[config.mk]
export PLATFORM = sky130hd
export DESIGN_NAME = clk_div_multi
export DESIGN_NICKNAME = d
export VERILOG_FILES = /design/src/rtl/clk_div_pkg.sv /design/src/rtl/clk_div_chan.sv /design/src/rtl/clk_div_multi.sv
export SDC_FILE = /design/constraint.sdc
export NUM_CORES = 1
export LEC_CHECK = 0
export ABC_AREA = 1
export CAP_MARGIN = 15
export CORE_MARGIN = 8
export CORE_UTILIZATION = 60
export DETAILED_ROUTE_END_ITERATION = 10
export PLACE_DENSITY = 0.82
export SYNTH_ARGS = -nofsm -noshare
export SYNTH_HDL_FRONTEND = slang
export SYNTH_SLANG_ARGS = --single-unit
[constraint.sdc]
create_clock -name clkin -period 8.4 [get_ports clkin]
set_input_delay 1.26 -clock clkin [delete_from_list [all_inputs] [get_ports clkin]]
set_output_delay 1.26 -clock clkin [all_outputs]
set_load 0.01 [all_outputs]
[src/rtl/clk_div_pkg.sv]
// Shared constants and helpers for the multi-channel clock divider.
package clk_div_pkg;

  localparam int unsigned CNT_W_DEF   = 8;
  localparam logic [15:0] DEF_DIV_DEF = 16'h0402;
  localparam int unsigned MIN_DIV     = 2;

  // Number of high cycles in a period of n input clocks: ceil(n/2).
  function automatic int unsigned high_count(input int unsigned n);
    return (n >> 1) + (n & 32'd1);
  endfunction

endpackage

[src/rtl/clk_div_chan.sv]
// One divider channel: period counter, active/shadow ratio pair, registered outputs.
module clk_div_chan
  import clk_div_pkg::*;
#(
  parameter int unsigned      CNT_W   = CNT_W_DEF,
  parameter logic [CNT_W-1:0] RST_DIV = CNT_W'(MIN_DIV)
) (
  input  logic             clkin,
  input  logic             reset_n,
  input  logic             en_i,
  input  logic             load_i,
  input  logic             resync_i,
  input  logic [CNT_W-1:0] div_i,
  output logic             clkout_o,
  output logic             tick_o,
  output logic             pend_o
);

  logic [CNT_W-1:0] cnt_q, cnt_d;
  logic [CNT_W-1:0] act_q, act_d;
  logic [CNT_W-1:0] shd_q, shd_d;
  logic             run_q, run_d;
  logic             pend_q, pend_d;
  logic             clk_q, clk_d;
  logic             tick_q, tick_d;
  logic             shd_ok;
  logic             at_end;

  // Shadow ratio is runnable; counter sits on the last cycle of its period.
  assign shd_ok = (shd_q >= CNT_W'(MIN_DIV));
  assign at_end = (cnt_q == act_q - CNT_W'(1));

  // Next-state: disable > resync/start > period boundary > count; a load then overrides the shadow.
  always_comb begin
    cnt_d  = cnt_q;
    act_d  = act_q;
    shd_d  = shd_q;
    run_d  = run_q;
    pend_d = pend_q;
    if (!en_i) begin
      run_d = 1'b0;
      cnt_d = '0;
    end else if (resync_i || !run_q || at_end) begin
      // Start, resync and boundary all apply the pre-edge shadow and begin a fresh period.
      act_d  = shd_q;
      pend_d = 1'b0;
      run_d  = shd_ok;
      cnt_d  = '0;
    end else begin
      cnt_d = cnt_q + CNT_W'(1);
    end
    if (load_i) begin
      shd_d  = div_i;
      pend_d = 1'b1;
    end
  end

  // Outputs are decoded from next state so they line up with the registered counter.
  always_comb begin
    clk_d  = run_d && (32'(cnt_d) < high_count(32'(act_d)));
    tick_d = run_d && (cnt_d == '0);
  end

  // State and output registers.
  always_ff @(posedge clkin or negedge reset_n) begin
    if (!reset_n) begin
      cnt_q  <= '0;
      act_q  <= RST_DIV;
      shd_q  <= RST_DIV;
      run_q  <= 1'b0;
      pend_q <= 1'b0;
      clk_q  <= 1'b0;
      tick_q <= 1'b0;
    end else begin
      cnt_q  <= cnt_d;
      act_q  <= act_d;
      shd_q  <= shd_d;
      run_q  <= run_d;
      pend_q <= pend_d;
      clk_q  <= clk_d;
      tick_q <= tick_d;
    end
  end

  assign clkout_o = clk_q;
  assign tick_o   = tick_q;
  assign pend_o   = pend_q;

endmodule

[src/rtl/clk_div_multi.sv]
// Multi-channel programmable clock divider: NUM_CH independent channels sharing resync.
module clk_div_multi
  import clk_div_pkg::*;
#(
  parameter int unsigned              NUM_CH  = 2,
  parameter int unsigned              CNT_W   = CNT_W_DEF,
  parameter logic [NUM_CH*CNT_W-1:0]  DEF_DIV = (NUM_CH*CNT_W)'(DEF_DIV_DEF)
) (
  input  logic                    clkin,
  input  logic                    reset_n,
  input  logic [NUM_CH-1:0]       ch_en,
  input  logic [NUM_CH*CNT_W-1:0] div_in,
  input  logic [NUM_CH-1:0]       div_load,
  input  logic                    resync,
  output logic [NUM_CH-1:0]       clkout,
  output logic [NUM_CH-1:0]       tick,
  output logic [NUM_CH-1:0]       pending
);

  // One channel per output bit; ratio buses sliced CNT_W bits per channel.
  for (genvar i = 0; i < NUM_CH; i++) begin : g_ch
    clk_div_chan #(
      .CNT_W   (CNT_W),
      .RST_DIV (DEF_DIV[i*CNT_W +: CNT_W])
    ) u_chan (
      .clkin    (clkin),
      .reset_n  (reset_n),
      .en_i     (ch_en[i]),
      .load_i   (div_load[i]),
      .resync_i (resync),
      .div_i    (div_in[i*CNT_W +: CNT_W]),
      .clkout_o (clkout[i]),
      .tick_o   (tick[i]),
      .pend_o   (pending[i])
    );
  end

endmodule

==> results_dict.tcl, run 1 <==
set metrics [dict create \
    whs_endpoint "g_ch[0].u_chan.pend_o" \
    cts_hold_buf 0 \
    diodes 0 \
    worst_pin_slew_ns 0.6836 \
    ys_warn_count 0 \
    regToRegSetupSlack_ns 4.82 \
    ant_nets 0 \
    worstSetupEndpointType "flip-flop" \
    ir_worst_vdd_mv 0.1121 \
    route.detailed.drc 0 \
    cts_setup_buffers 0 \
    syn_to_final_growth_pct 10.79 \
    critical_path_class "reg2reg" \
    grtUsageTotal_pct 19.11 \
    slowest_stage "dfstp_2" \
    nFillCells 520 \
    num_rows 28 \
    antenna_found_initial 0 \
    numPortBuffers 28 \
    syn_area_um2 3652 \
    cts.sinks 56 \
    cp_slowest_stage_delay_ns 0.58 \
    num_vias 3067 \
    cp.arrival_ns 3.82 \
    die_h_um 94.02 \
    ctsLongestPathBuffers 2 \
    rsz0062_at_grt "no" \
    startpoint_type "flip-flop" \
    gp_congestion 0.8829 \
    synth_cell_types 38 \
    hold_class "reg2reg" \
    cpMostUsedCell "nand2_1" \
    cts_resized 0 \
    r2r_start "g_ch[0].u_chan.act_q[1]" \
    synth-edff-count 0 \
    cts_tree "done" \
    place_ws_ns 4.540 \
    status "finished, final reports clean" \
    syn_area_per_cell_um2 7.530 \
    htree_levels 2 \
    die_x_um 94.02 \
    syn_inst 485 \
    drt_iter0_drc 231 \
    root_buffer "clkbuf_8" \
    drive_above_1_share_pct 8.203 \
    dr.pass1.iters 4 \
    crit_family "simple AND/OR/NAND/NOR gates" \
    worstReg2RegEnd "g_ch[0].u_chan.clkout_o" \
    fmax_mhz 279.0 \
    fin_crit_sh_pct 42.68 \
    post-place-cells 579 \
    coreArea_um2 5921 \
    path_buf_inv 2 \
    dp_hpwl_mm 6.327 \
    clk_pin_slew_ns 0.11 \
    io_pins 29 \
    hold_viol 0 \
    pwr_density_cell_nw_per_um2 157.9 \
    synth_flop_cell "dfrtp_1" \
    crit_path_cell_trace "inv_1, ha_1, inv_1, nand2_1, nand2_1, nor2_1, nand3_1, nor2_1, nand2_1, nor2_2, nand2_2, nand2_4, nand2_4, o21ai_0, ha_1, nand2_1, nor2_4, nand4_1, ha_1, a21oi_1, o211ai_1, a21oi_1" \
    stdcell_count 587 \
    setup_slack_ns 4.815 \
    nets 556 \
    tns_ns 0 \
    whs_path_depth 1 \
    grt_pass1_wl_mm 13.69 \
    cp.required_ns 8.64 \
    clkLatencyLatePin_ns 0.32 \
    power_uw 639.0 \
    cp_max_fo 15 \
    grt_overflow 0 \
    holdCritStartpoint "g_ch[0].u_chan.pend_o" \
    routed_wl_mm 7.822 \
    synth_nets 530 \
    start_util_pct 61.69 \
    synth-seq-area-share_pct 38.51 \
    setup_viol 0 \
    ys_ff_latch 56 \
    drv_cap 0 \
    viasPerCell 5.225 \
    timing.slew.headroom_pct 54.42 \
    grt_pass1_vias 3077 \
    cp-startpoint "g_ch[0].u_chan.act_q[1]" \
    cts_inserted_buffers 5 \
    die_area_um2 8840 \
    post_drt_wl_per_cell_um 13.33 \
    clock_skew_ns 0.007680 \
    ys_async_sr_fraction_pct 100.0 \
    ff2ff_path_depth 22 \
    grt_max_degree 57 \
    min_period_ns 3.585 \
    report.final.slew_viol_count 0 \
    p_leak_uw 0.002133 \
]
cells in the final DEF, fill, tap and decap left out, types with 2 or more instances in the layout:
cell / instances
a21o_1: 2
a21oi_1: 9
clkbuf_8: 5
clkdlybuf4s50_1: 27
clkinvlp_4: 2
dfrtp_1: 52
dfstp_2: 4
ha_1: 22
inv_1: 76
inv_2: 3
mux2_2: 2
nand2_1: 132
nand2_2: 6
nand2_4: 3
nand3_1: 29
nand3b_1: 2
nand4_1: 11
nor2_1: 46
nor2_2: 4
nor2_4: 3
nor3_1: 2
nor3b_1: 2
nor4_1: 2
o211ai_1: 2
o21ai_0: 18
o21ai_1: 8
o21ai_2: 2
or2_2: 2
xnor2_1: 6
xor2_1: 17
registers in the layout, summed over array words and instances (netlist names):
name                  count
g_ch.u_chan.act_q        16
g_ch.u_chan.clkout_o      2
g_ch.u_chan.cnt_q        16
g_ch.u_chan.pend_o        2
g_ch.u_chan.run_q         2
g_ch.u_chan.shd_q        16
g_ch.u_chan.tick_o        2
area by class of cell:
type | instances | area (µm²) | area share [%]
multi-input combinational | 339 | 1869 | 46.20
sequential | 56 | 1406 | 34.76
inverter | 80 | 301.5 | 7.452
timing repair buffer | 29 | 282.8 | 6.988
tap | 75 | 93.84 | 2.319
clock buffer | 5 | 68.82 | 1.701
clock inverter | 3 | 23.77 | 0.5875
cell usage after synthesis, types with 3 or more instances:
cell type | number | area share (%)
a21oi_1 | 9 | 1.2
buf_4 | 6 | 1.2
dfrtp_1 | 52 | 36
dfstp_2 | 4 | 2.9
ha_1 | 22 | 7.5
inv_1 | 76 | 7.8
inv_2 | 3 | 0.31
nand2_1 | 132 | 14
nand2_2 | 6 | 1.0
nand2_4 | 3 | 0.92
nand3_1 | 29 | 4.0
nand4_1 | 11 | 1.9
nor2_1 | 46 | 4.7
nor2_2 | 4 | 0.69
nor2_4 | 3 | 0.92
o21ai_0 | 18 | 2.5
o21ai_1 | 8 | 1.1
xnor2_1 | 6 | 1.4
xor2_1 | 17 | 4.1
power by group:
part / internal (µW) / leakage (µW) / switching (µW)
registers: 292 / 0.000693 / 19.5
logic: 66.2 / 0.00140 / 107
clock network: 59.3 / 0.0000404 / 94.2
total: 418 / 0.00213 / 221
routing by layer:
layer	vias to the layer above	wire length (µm)	track usage (%)	share of wire, %
met1	1411	3702	25.33	47
li1	1563	-	-	-
met4	0	86	5.020	1.1
met5	-	0	0	0
met3	7	454	3.357	5.8
met2	86	3579	31.33	46
per-stage QoR:
| step | utilization (%) | hold WS, ns | area, µm² |
|---|---|---|---|
| CTS | 68.34 | 0.5071 | 4046 |
| global placement | 66.78 | 0.4634 | 3954 |
| global route | 68.34 | 0.5182 | 4046 |
| finish | 68.34 | 0.5041 | 4046 |
| floorplan | - | 0.4549 | 3652 |
| detailed placement | 66.78 | 0.4813 | 3954 |
kinds of logic (layout without fill, tap and decap cells):
group / count (synthesis) / in the layout / share of synthesized area, %
AOI/OAI and AO/OA: 44 / 44 / 6.681
buffers and inverters: 90 / 117 / 10.31
xor gates and xnor gates: 24 / 24 / 6.132
and+or+nand+nor: 247 / 247 / 30.22
adders and majority gates: 22 / 22 / 7.537
DFF: 56 / 56 / 38.51
muxes: 2 / 2 / 0.6166
how the worst max path moves through the flow:
stage / depth (start not counted) / to
2_1_floorplan: 14 / g_ch[0].u_chan.clkout_o
3_3_place_gp: 14 / g_ch[0].u_chan.clkout_o
3_5_place_dp: 14 / g_ch[0].u_chan.clkout_o
4_1_cts: 22 / g_ch[0].u_chan.clkout_o
5_1_grt: 22 / g_ch[1].u_chan.clkout_o
6_report: 22 / g_ch[0].u_chan.clkout_o
(Power assumes the default switching activity.)
==> run 2, diff against run 1 <==
--- a/config.mk
+++ b/config.mk
@@ -8,9 +8,9 @@
 export ABC_AREA = 1
 export CAP_MARGIN = 15
 export CORE_MARGIN = 8
-export CORE_UTILIZATION = 60
+export CORE_UTILIZATION = 59
 export DETAILED_ROUTE_END_ITERATION = 10
-export PLACE_DENSITY = 0.82
+export PLACE_DENSITY = 0.81
 export SYNTH_ARGS = -nofsm -noshare
 export SYNTH_HDL_FRONTEND = slang
 export SYNTH_SLANG_ARGS = --single-unit
==> constraint.sdc (replaced) <==
create_clock -name clkin -period 3.7 [get_ports clkin]
set_input_delay 0.555 -clock clkin [delete_from_list [all_inputs] [get_ports clkin]]
set_output_delay 0.555 -clock clkin [all_outputs]
set_load 0.01 [all_outputs]
==> run 2 against run 1 <==
Net effect:
- utilization down 0.21 points
- hold slack worse by 0.27 ns
- critical path depth up 2
==> results_dict.tcl, run 2 (synthesized netlist as in run 1, its figures left out) <==
set metrics [dict create \
    rsz0062_at_grt "yes" \
    nFillCells 503 \
    internal_power_uw 950.6 \
    drive_above_1_share_pct 8.789 \
    grt_overflow 0 \
    critical_path_class "reg2reg" \
    clk_pin_slew_ns 0.10 \
    die_h_um 94.68 \
    numPortBuffers 28 \
    post_drt_wl_per_cell_um 13.36 \
    htree_levels 2 \
    min_period_ns 3.357 \
    largestRegisters "g_ch.u_chan.act_q (16), g_ch.u_chan.cnt_q (16), g_ch.u_chan.shd_q (16)" \
    seq_power_share_pct 49.0 \
    status "finished, final reports clean" \
    cp.arrival_ns 3.55 \
    cts_tree "done" \
    cts_hold_buf 0 \
    die_x_um 94.68 \
    cts.sinks 56 \
    top_layer "met4" \
    pwr_density_cell_nw_per_um2 356.1 \
    met1_length_mm 3.799 \
    num_rows 28 \
    startpoint_type "flip-flop" \
    setup_viol 0 \
    cp.required_ns 3.90 \
    gp_congestion 0.9221 \
    viasPerCell 5.208 \
    num_vias 3057 \
    hold_ws_ns 0.2376 \
    start_util_pct 61.32 \
    power_frac_clock_pct 23.2 \
    fmax_mhz 297.9 \
    grt_pass1_wl_mm 13.38 \
    nets 556 \
    route.detailed.drc 0 \
    report.final.slew_viol_count 0 \
    root_buffer "clkbuf_8" \
    worstSetupEndpointType "flip-flop" \
    io_pins 29 \
    hold_viol 0 \
    layout_commonest_cell "nand2_1" \
    dr.pass1.iters 5 \
    antenna_found_initial 0 \
    seqCellArea_um2 1406 \
    routed_wl_mm 7.843 \
    timing.slew.headroom_pct 59.49 \
    dp_hpwl_mm 6.350 \
    drv_cap 0 \
    die_area_um2 8964 \
    worst_pin_slew_ns 0.6077 \
    cp_max_fo 15 \
    p_switching_uw 494.2 \
    ir_worst_vdd_mv 0.3069 \
    coreArea_um2 5956 \
    combinationalPowerShare_pct 27.8 \
    tns_ns 0 \
    met2_length_mm 3.589 \
    drt_iter0_drc 166 \
    clock_skew_ns 0.007442 \
    p_leak_uw 0.002136 \
    wl_met3_um 380 \
    hold_class "in2async" \
    mostFrequentLayoutCells "nand2_1, inv_1, dfrtp_1" \
    grtUsageTotal_pct 18.48 \
    cts_inserted_buffers 5 \
    multiInputGateArea_um2 1881 \
    clkLatencyLatePin_ns 0.31 \
    p_sw_share_pct 34.20 \
    ant_nets 0 \
    diodes 0 \
    fin_crit_sh_pct 90.74 \
    ctsLongestPathBuffers 2 \
    grt_pass1_vias 2921 \
    grt_max_degree 31 \
    syn_to_final_growth_pct 11.10 \
]
==> run 2: timing repair <==
item	4_1_cts	5_1_grt
hold endpoints to repair	0	0
resized for setup	0	7
setup endpoints to repair	0	2
setup buffers	0	0
==> run 2: metrics by stage <==
| stage | utilization (%) | power, µW | worst slack, ns | area, µm² | std cells |
|---|---|---|---|---|---|
| 3_5_place_dp | 66.39 | 1112 | 0.1806 | 3954 | 579 |
| 4_1_cts | 67.94 | 1453 | 0.1533 | 4046 | 587 |
| 3_3_place_gp | 66.39 | 1096 | 0.2561 | 3954 | 579 |
| 2_1_floorplan | - | 993.9 | 0.5495 | 3652 | 485 |
| 5_1_grt | 68.13 | 1540 | -0.01529 | 4058 | 587 |
| 6_report | 68.13 | 1445 | 0.3427 | 4058 | 587 |
==> run 2: routing by layer <==
layer | global-route usage (%) | up-vias
met5 | 0 | -
met4 | 4.681 | 0
met3 | 3.175 | 7
met2 | 27.98 | 74
met1 | 26.70 | 1404
li1 | - | 1572
==> run 2: layout make-up <==
cell class | instances | share of cell area, %
flip-flops and latches | 56 | 34.66
clock inverters | 3 | 0.5859
repair buffers | 29 | 6.969
inverters | 80 | 7.431
clock buffers | 5 | 1.696
well taps | 75 | 2.313
multi-input cells | 339 | 46.35
==> run 2: power groups by stage <==
stage | sequential [µW] | combinational [µW] | clock (µW)
after floorplan | 706 | 288 | 0
after global placement | 717 | 379 | 0
after detailed placement | 719 | 393 | 0
after CTS | 707 | 396 | 350
after global routing | 713 | 458 | 368
final | 708 | 401 | 335
==> run 2: final timing paths <==
kind | end | slack (ns) | startpoint | cells past startpoint
max in group asynchronous | g_ch[1].u_chan.act_q[2] | 2.62 | reset_n | 2
worst max-delay path | g_ch[0].u_chan.clkout_o | 0.34 | g_ch[0].u_chan.act_q[1] | 24
min in group clkin | g_ch[0].u_chan.pend_o | 0.50 | g_ch[0].u_chan.pend_o | 1
worst min-delay path | g_ch[0].u_chan.shd_q[0] | 0.24 | reset_n | 1
worst min register to register | g_ch[0].u_chan.pend_o | 0.50 | g_ch[0].u_chan.pend_o | 1
worst max register to register | g_ch[0].u_chan.clkout_o | 0.34 | g_ch[0].u_chan.act_q[1] | 24
==> run 2: critical path, cell delays in order (launching register included) <==
cell      delay [ns]
dfstp_2         0.58
inv_1           0.05
ha_1            0.28
inv_1           0.04
nand2_1         0.05
nand2_1         0.05
nor2_1          0.10
nand3_1         0.08
nor2_1          0.09
nand2_1         0.07
nor2_2          0.09
nand2_2         0.10
nand2_4         0.12
nand2_4         0.13
o21ai_2         0.20
ha_1            0.17
inv_1           0.06
nor2_4          0.16
nand3_1         0.10
nand2_1         0.06
nand2_1         0.06
ha_1            0.28
nand2_1         0.06
o211ai_1        0.21
a21oi_2         0.06
==> run 3, diff against run 2 <==
--- a/config.mk
+++ b/config.mk
@@ -10,6 +10,7 @@
 export CORE_MARGIN = 8
 export CORE_UTILIZATION = 59
 export DETAILED_ROUTE_END_ITERATION = 10
+export GPL_ROUTABILITY_DRIVEN = 0
 export PLACE_DENSITY = 0.81
 export SYNTH_ARGS = -nofsm -noshare
 export SYNTH_HDL_FRONTEND = slang
==> run 3 against run 2 <==
Net effect:
- wire length up 1.1%
- clock skew decreased by 0.0034 ns
- combinational power is essentially flat
- hold slack improved by 0.037 ns
- sequential share of layout area decreased by 0.28 points
- global-route usage is 0.43 points higher
- die area stayed put
- critical endpoint is now g_ch[1].u_chan.clkout_o
- largest cell class unchanged
- largest power group unchanged
==> results_dict.tcl, run 3 (synthesized netlist as in run 1, its figures left out) <==
set metrics [dict create \
    status "finished, final reports clean" \
    dr.pass1.iters 5 \
    layout_commonest_cell "nand2_1" \
    grt_overflow 0 \
    syn_to_final_growth_pct 11.99 \
    numPortBuffers 28 \
    die_area_um2 8964 \
    cp.arrival_ns 3.64 \
    grt_max_degree 33 \
    grt_pass1_wl_mm 13.55 \
    seqCellArea_um2 1406 \
    startpoint_type "flip-flop" \
    post-place-cells 579 \
    worst_pin_slew_ns 0.7126 \
    timing.slew.headroom_pct 52.49 \
    io_pins 29 \
    min_period_ns 3.399 \
    ctsLongestPathBuffers 2 \
    tns_ns 0 \
    num_vias 3096 \
    coreArea_um2 5956 \
    ir_worst_vdd_mv 0.3308 \
    diodes 0 \
    crit_path_cell_trace "inv_1, ha_1, inv_1, nand2_1, nand2_1, nand2_1, nor2_1, nand3_1, nor2_1, nand3_1, nand2_2, nand2_4, o21ai_0, ha_1, ha_1, nand2_1, xor2_1, ha_1, a21oi_1, o211ai_1, a21oi_1" \
    clock_skew_ns 0.004089 \
    cts_tree "done" \
    largestRegisters "g_ch.u_chan.act_q (16), g_ch.u_chan.cnt_q (16), g_ch.u_chan.shd_q (16)" \
    drt_iter0_drc 183 \
    htree_levels 2 \
    clkLatencyLatePin_ns 0.32 \
    path_buf_inv 2 \
    die_x_um 94.68 \
    multiInputGateArea_um2 1894 \
    drv_cap 0 \
    die_h_um 94.68 \
    post_drt_wl_per_cell_um 13.51 \
    stdcell_count 587 \
    mostFrequentLayoutCells "nand2_1, inv_1, dfrtp_1" \
    p_leak_uw 0.002150 \
    crit_family "adder cells" \
    cts_setup_buffers 0 \
    cp_slowest_stage_delay_ns 0.42 \
    cp.required_ns 3.94 \
    hold_class "in2async" \
    root_buffer "clkbuf_8" \
    antenna_found_initial 0 \
    start_util_pct 61.32 \
    critical_path_class "reg2reg" \
    cts_inserted_buffers 5 \
    routed_wl_mm 7.928 \
    dp_hpwl_mm 6.310 \
    pwr_density_cell_nw_per_um2 370.8 \
    num_rows 28 \
    report.final.slew_viol_count 0 \
    nets 556 \
    ant_nets 0 \
    slowest_stage "dfrtp_1" \
    cp_max_fo 18 \
    drive_above_1_share_pct 8.789 \
    fmax_mhz 294.2 \
    nFillCells 501 \
    hold_viol 0 \
    grtUsageTotal_pct 18.91 \
    clk_pin_slew_ns 0.10 \
    route.detailed.drc 0 \
    utilization_pct 68.68 \
    cts.sinks 56 \
    worstSetupEndpointType "flip-flop" \
    grt_pass1_vias 2977 \
    setup_viol 0 \
    viasPerCell 5.274 \
    fin_crit_sh_pct 91.88 \
]
## run 3: per-stage QoR
stage	power (µW)	area, µm²	worst slack, ns	hold slack [ns]
after floorplan	993.9	3652	0.5495	0.2594
after global placement	1095	3954	0.2369	0.4610
after detailed placement	1109	3954	0.1523	0.4682
after CTS	1517	4065	0.1146	0.3013
after global routing	1606	4090	-0.003548	0.3355
final	1517	4090	0.3006	0.2750
## run 3: final cells by class
cell class	count	share of cell area, %
Clock inverter	3	1.040
Inverter	80	7.372
Timing Repair Buffer	29	6.913
Tap cell	75	2.294
Sequential cell	56	34.38
Clock buffer	5	1.682
Multi-Input combinational cell	339	46.31
## run 3: repair_timing
action	CTS	global route
setup endpoints to repair	0	2
gates resized for setup	0	8
hold buffers	0	0
endpoints found under the hold margin	0	0
## run 3: final timing paths
check | startpoint | to | slack [ns] | depth (start not counted)
setup reg to reg | g_ch[1].u_chan.act_q[0] | g_ch[1].u_chan.clkout_o | 0.30 | 21
max in group asynchronous | reset_n | g_ch[1].u_chan.act_q[2] | 2.58 | 2
setup / recovery | g_ch[1].u_chan.act_q[0] | g_ch[1].u_chan.clkout_o | 0.30 | 21
hold reg to reg | g_ch[0].u_chan.pend_o | g_ch[0].u_chan.pend_o | 0.49 | 1
hold / removal | reset_n | g_ch[0].u_chan.shd_q[6] | 0.27 | 1
min in group clkin | g_ch[0].u_chan.pend_o | g_ch[0].u_chan.pend_o | 0.49 | 1
## run 3: layer usage
| layer | track usage (%) | up-vias | share of wire (%) |
|---|---|---|---|
| met5 | 0 | - | 0 |
| met4 | 6.632 | 0 | 1.1 |
| met3 | 3.571 | 9 | 4.7 |
| met2 | 29.20 | 86 | 46 |
| met1 | 25.92 | 1430 | 48 |
| li1 | - | 1571 | - |
## run 3: where the power goes
| group | internal (µW) | switching, µW | total [µW] | leakage, µW |
|---|---|---|---|---|
| clock network | 201 | 206 | 406 | 0.0000541 |
| logic | 153 | 249 | 402 | 0.00140 |
| registers | 664 | 44.2 | 708 | 0.000693 |
| total | 1020 | 499 | 1520 | 0.00215 |
